==> src/rtl/lte_fft_inc.sv <==
// Shared LTE framing constants: FFT size codes, CP base lengths, slot layout, counter widths.
package lte_fft_inc;

  localparam logic [2:0] FFT_2048 = 3'd0;
  localparam logic [2:0] FFT_1024 = 3'd1;
  localparam logic [2:0] FFT_512  = 3'd2;
  localparam logic [2:0] FFT_256  = 3'd3;
  localparam logic [2:0] FFT_128  = 3'd4;
  localparam int         FFT_MAX  = 2048;

  // CP lengths expressed at the 2048-point rate; scaled down by the FFT code shift.
  localparam int CP_NORM_FIRST = 160;
  localparam int CP_NORM       = 144;
  localparam int CP_EXT        = 512;

  localparam int SYMS_NORM = 7;
  localparam int SYMS_EXT  = 6;

  localparam int SAMP_W = 12;
  localparam int SYM_W  = 3;
  localparam int DIV_W  = 7;
  localparam int IQ_W   = 16;

  typedef logic [SAMP_W-1:0] samp_t;
  typedef logic [SYM_W-1:0]  sym_t;

  typedef struct packed {
    logic [2:0]       fft;
    logic             cp_ext;
    logic [DIV_W-1:0] ratio;
  } frm_cfg_t;

  function automatic logic [2:0] fft_clamp(input logic [2:0] code);
    return (code > FFT_128) ? FFT_128 : code;
  endfunction

  function automatic sym_t last_sym(input logic cp_ext);
    return cp_ext ? sym_t'(SYMS_EXT - 1) : sym_t'(SYMS_NORM - 1);
  endfunction

endpackage

==> src/rtl/lte_cp_len.sv <==
// Combinational CP / symbol length lookup for a given FFT size, CP type and symbol index.
module lte_cp_len
  import lte_fft_inc::*;
(
  input  logic [2:0] fft_num,
  input  logic       cp_ext,
  input  sym_t       sym_idx,
  output samp_t      cp_len,
  output samp_t      sym_len
);

  samp_t base;
  samp_t n_len;

  // All base lengths are multiples of 16, so the shift is an exact N/2048 scale.
  always_comb begin
    if (cp_ext)               base = samp_t'(CP_EXT);
    else if (sym_idx == '0)   base = samp_t'(CP_NORM_FIRST);
    else                      base = samp_t'(CP_NORM);
    n_len   = samp_t'(FFT_MAX) >> fft_num;
    cp_len  = base >> fft_num;
    sym_len = cp_len + n_len;
  end

endmodule

==> src/rtl/lte_sym_framer.sv <==
// LTE slot framer: paces upstream samples to the FFT port and flags symbol/slot starts.
module lte_sym_framer
  import lte_fft_inc::*;
(
  input  logic            Clk,
  input  logic            Reset,
  input  logic            En,
  input  logic [2:0]      FFT_num,
  input  logic [6:0]      FS_ratio,
  input  logic            CP_type,
  input  logic [IQ_W-1:0] Src_i,
  input  logic [IQ_W-1:0] Src_q,
  input  logic            Src_v,
  output logic            Src_rd,
  output logic [IQ_W-1:0] Dout_i,
  output logic [IQ_W-1:0] Dout_q,
  output logic            Dout_h,
  output logic            Dout_s,
  output logic            Dout_v,
  output logic            Udf_err,
  output logic            Cfg_err
);

  localparam logic [0:0] S_IDLE = 1'b0;
  localparam logic [0:0] S_RUN  = 1'b1;

  logic [0:0]       state;
  frm_cfg_t         cfg_q, cfg_in;
  logic [DIV_W-1:0] div_cnt, div_inc, ratio_nxt;
  samp_t            samp_cnt, sym_len, cp_len_unused;
  sym_t             sym_cnt;
  logic             strobe, sym_end, slot_end, cfg_bad;

  always_comb begin
    cfg_in.fft    = fft_clamp(FFT_num);
    cfg_in.cp_ext = CP_type;
    cfg_in.ratio  = (FS_ratio == '0) ? DIV_W'(1) : FS_ratio;
  end

  assign cfg_bad = (FFT_num > FFT_128);

  lte_cp_len u_cp_len (
    .fft_num (cfg_q.fft),
    .cp_ext  (cfg_q.cp_ext),
    .sym_idx (sym_cnt),
    .cp_len  (cp_len_unused),
    .sym_len (sym_len)
  );

  assign strobe   = (state == S_RUN) && (div_cnt == '0);
  assign sym_end  = (samp_cnt == sym_len - samp_t'(1));
  assign slot_end = sym_end && (sym_cnt == last_sym(cfg_q.cp_ext));
  assign Src_rd   = strobe && Src_v && Reset;

  // A new ratio latched at the slot wrap must already govern the following divider step.
  always_comb begin
    ratio_nxt = (strobe && slot_end) ? cfg_in.ratio : cfg_q.ratio;
    div_inc   = div_cnt + 1'b1;
    if (div_inc >= ratio_nxt) div_inc = '0;
  end

  always_ff @(posedge Clk) begin
    if (!Reset) begin
      state    <= S_IDLE;
      cfg_q    <= '0;
      div_cnt  <= '0;
      samp_cnt <= '0;
      sym_cnt  <= '0;
      Dout_i   <= '0;
      Dout_q   <= '0;
      Dout_h   <= 1'b0;
      Dout_s   <= 1'b0;
      Dout_v   <= 1'b0;
      Udf_err  <= 1'b0;
      Cfg_err  <= 1'b0;
    end else begin
      Dout_v <= strobe;
      Dout_h <= strobe && (samp_cnt == '0);
      Dout_s <= strobe && (samp_cnt == '0) && (sym_cnt == '0);
      Dout_i <= (strobe && Src_v) ? Src_i : '0;
      Dout_q <= (strobe && Src_v) ? Src_q : '0;
      if (strobe && !Src_v) Udf_err <= 1'b1;

      case (state)
        S_IDLE: begin
          if (En) begin
            state    <= S_RUN;
            cfg_q    <= cfg_in;
            div_cnt  <= '0;
            samp_cnt <= '0;
            sym_cnt  <= '0;
            if (cfg_bad) Cfg_err <= 1'b1;
          end
        end
        default: begin
          div_cnt <= div_inc;
          if (strobe) begin
            if (!sym_end) begin
              samp_cnt <= samp_cnt + 1'b1;
            end else begin
              samp_cnt <= '0;
              if (!slot_end) begin
                sym_cnt <= sym_cnt + 1'b1;
              end else begin
                sym_cnt <= '0;
                if (!En) begin
                  state   <= S_IDLE;
                  div_cnt <= '0;
                end else begin
                  cfg_q <= cfg_in;
                  if (cfg_bad) Cfg_err <= 1'b1;
                end
              end
            end
          end
        end
      endcase
    end
  end

endmodule

==> config.mk <==
export PLATFORM = sky130hd
export DESIGN_NAME = lte_sym_framer
export DESIGN_NICKNAME = d
export VERILOG_FILES = /design/src/rtl/lte_fft_inc.sv /design/src/rtl/lte_cp_len.sv /design/src/rtl/lte_sym_framer.sv
export SDC_FILE = /design/constraint.sdc
export NUM_CORES = 1
export LEC_CHECK = 0
export BUFFER_PORTS_ARGS = -buffer_cell sky130_fd_sc_hd__buf_4
export CAP_MARGIN = 20
export CORE_AREA = 3 3 106 108
export CTS_BUF_LIST = sky130_fd_sc_hd__clkbuf_2
export CTS_CLUSTER_DIAMETER = 30
export DETAILED_ROUTE_END_ITERATION = 12
export DIE_AREA = 0 0 109 111
export PLACE_DENSITY_LB_ADDON = 0.3
export SLEW_MARGIN = 20
export SYNTH_ARGS = -nofsm -noshare
export SYNTH_HDL_FRONTEND = slang
export SYNTH_SLANG_ARGS = --single-unit
==> constraint.sdc <==
create_clock -name Clk -period 5.25 [get_ports Clk]
set_input_delay 0.2625 -clock Clk [delete_from_list [all_inputs] [get_ports Clk]]
set_output_delay 0.2625 -clock Clk [all_outputs]
set_load 0.05 [all_outputs]
==> run summary <==
status: completed
clock-pin transition on the worst setup and hold timing paths: 0.22 ns
Worst Slack Setup Final: 0.175 ns
gr busiest metal: met2
leading cell type in the layout, fill and taps excluded: buf_4
Worst Skew: 0.0230 ns
global-route wire length before repair: 18.9 mm
synth unique cells: 61
GR Layer Usage met1: 0.232
Area Overhead vs Synth: 33.1%
CP endpoint kind: flip-flop
DRC violations left: 0
YS warnings: 0
final cycle utilization of the critical path: 0.967
largest net degree at the start of global routing: 38
min Tclk post-route: 5.08 ns
syn_area_per_cell: 8.38 um2
Die W: 109 um
RSZ-0062 raised after global routing: yes
ratio of cells with drive above 1 in the final layout: 0.238
Highest Clock Rate: 197 MHz
Reg area: 1430 um2
1st-pass router iterations: 5
Crit Path Category: flip-flop to flip-flop
total global routing overflow: 0
post-synthesis register bit count: 71
CP required: 5.70 ns
simple-gate share of the synthesized area: 0.270
ys async rst share: 0
peak supply drop: 0.149 mV
global-route usage over all layers: 0.189
Site Rows: 37
number of H-tree levels: 3
initial antenna violation count: 0
Pwr Total: 1250 uW
XOR/XNOR Fraction of Synth Area: 0.0495
DIE AREA: 12100 um2
Mapped Area: 4250 um2
Final HPWL DP: 7.89 mm
post-route insts no fill: 771
static leakage: 0.00246 uW
worst-path maximum fanout: 5
WP data arrival: 5.52 ns
adder-cell share of the synthesized area: 0.0842
Slew @ Worst Pin: 0.866 ns
I/O Buffers: 84
Primary FF master, synth: dfxtp_1
# placed instances: 714
clk_lat worst skew: 0.50 ns
# nets final: 705
main combinational cell family by area after synthesis: simple AND/OR/NAND/NOR gates
via count: 4123
Slew Limit Fails: 0
vias in the first global route: 4111
Initial DRC Count: 224
CTS tree: yes
Via-to-Cell Ratio: 5.35
compound-cell area share of the yosys netlist: 0.165
GRT met2 Usage: 0.314
syn_nets: 582
Power Dens Cells: 221 nW/um2
commonest cells after routing, fill and taps aside: buf_4, dfxtp_1, nand2_1
Post-synth EDFFs: 0
Clk Tree Root Cell: clkbuf_2
Slew headroom: 0.418
diode count: 0
Ports: 85
fillers: 939
GR Layer Usage met3: 0.0542
final WL: 11.3 mm
Post-Syn Instances: 507
type of origin of the critical path: flip-flop
starting density of the core: 0.412
area of the core: 10300 um2
RD Place Congestion: 0.884
# setup viols final: 0
Hold Vio Cnt, Final: 0
Clock Tree Buf Depth: 2
register area share after synthesis: 0.334
pre-CTS setup slack: -0.0884 ns
Die Y: 111 um
area of the multi-input gates: 2660 um2
Worst Hold Slack: 0.153 ns
maxcap violations: 0
fraction of synthesized area in multiplexers: 0.0353
Worst Hold Class: input pin to flip-flop
post-route ant nets: 0
# clock sinks: 71
CTS Buf Count: 9
wire per inst: 14.6 um
==> cell families (layout without fill, tap and decap cells) <==
logic type	count (synthesis)	in the layout
DFF	71	71
adders and majority gates	28	28
AOI/OAI and AO/OA	99	99
xor gates and xnor gates	24	24
muxes	15	15
and+or+nand+nor	209	209
buffers and inverters	61	189
==> flip-flops by register name, summed over array words and instances, names as in the netlist, 3 cells and up <==
register / cells
sym_cnt: 3
Dout_i: 16
div_cnt: 7
Dout_q: 16
cfg_q: 11
samp_cnt: 12
==> Yosys cell counts (all sizes together), types with 2 or more instances <==
library cell	count	area [um2]
dfxtp	71	1420
nand2	44	165
and2	36	225
nand3	33	165
inv	31	116
o21ai	28	144
ha	27	338
nor2	26	100
clkbuf	24	91.3
mux2i	15	150
xnor2	13	114
xor2	11	96.3
nor3	10	50.1
nand2b	9	56.3
nor3b	9	67.6
a211oi	8	60.1
a21oi	8	40.0
a311o	8	80.1
and3	8	50.1
a21o	6	45.0
a31oi	6	37.5
a32o	6	60.1
buf	6	56.3
nor4	5	46.3
o211ai	5	37.5
nand3b	4	30.0
nor2b	4	25.0
o2111ai	4	35.0
o21a	4	30.0
or4	4	33.8
nor4b	3	26.3
o22ai	3	18.8
or2	3	18.8
or3	3	18.8
and4	2	17.5
nand4	2	12.5
nor4bb	2	20.0
o211a	2	20.0
o31ai	2	15.0
o41ai	2	17.5
==> worst max-delay path, stage by stage, from the launching register on <==
cell and delay, ns:
dfxtp_2 0.38, inv_2 0.05, ha_4 0.15, nor2b_4 0.12, or4_4 0.54, nand2_4 0.08, ha_4 0.14, inv_2 0.04
fa_2 0.38, xnor2_2 0.15, xnor2_1 0.15, o2111ai_1 0.12, or4_4 0.51, nor4_4 0.37, and4_4 0.32, buf_6 0.14
mux2i_2 0.23, ha_1 0.26, a21o_1 0.19, a21oi_2 0.12, o21ai_1 0.07, nand3_1 0.10, nand2_1 0.06, a21o_1 0.19
o211ai_1 0.18
==> area by class of cell <==
class | instances | share of cell area
timing repair buffer | 142 | 0.205
sequential | 71 | 0.252
clock buffer | 9 | 0.00796
multi-input combinational | 375 | 0.471
tap | 136 | 0.0301
inverter | 31 | 0.0206
clock inverter | 7 | 0.0137
==> per-layer routing <==
| metal | routed length, um | share of wire |
|---|---|---|
| met1 | 4960 | 0.44 |
| met2 | 5350 | 0.48 |
| met3 | 779 | 0.069 |
| met4 | 165 | 0.015 |
| met5 | 0 | 0 |
==> power by group <==
part	internal (uW)	total [uW]	switching, uW
clock	115	329	214
sequential	557	573	16.2
combinational	160	350	190
==> final timing paths <==
path | slack, ns | cells after the start | startpoint | to
setup / recovery | 0.17 | 24 | sym_cnt[0]$_SDFFE_PN0P_ | div_cnt[2]$_SDFFE_PN0N_
hold / removal | 0.15 | 4 | FFT_num[0] | cfg_q[8]$_SDFFE_PN0P_
setup reg to reg | 0.17 | 24 | sym_cnt[0]$_SDFFE_PN0P_ | div_cnt[2]$_SDFFE_PN0N_
hold reg to reg | 0.48 | 2 | cfg_q[0]$_SDFFE_PN0P_ | cfg_q[0]$_SDFFE_PN0P_
==> through the flow <==
| step | setup TNS [ns] | util | cell area (um2) |
|---|---|---|---|
| after floorplan | 0 | - | 4250 |
| after global placement | 0 | 0.487 | 5030 |
| after detailed placement | -0.185 | 0.487 | 5030 |
| after CTS | 0 | 0.536 | 5530 |
| after global routing | -0.211 | 0.548 | 5660 |
| final | 0 | 0.548 | 5660 |
==> timing repair <==
action,CTS,global route
pin swaps,2,17
setup endpoints to repair,7,7
gates resized for setup,5,26
setup buffers,1,4
hold endpoints to repair,34,0
hold buffers,36,0
(Power assumes the default switching activity.)
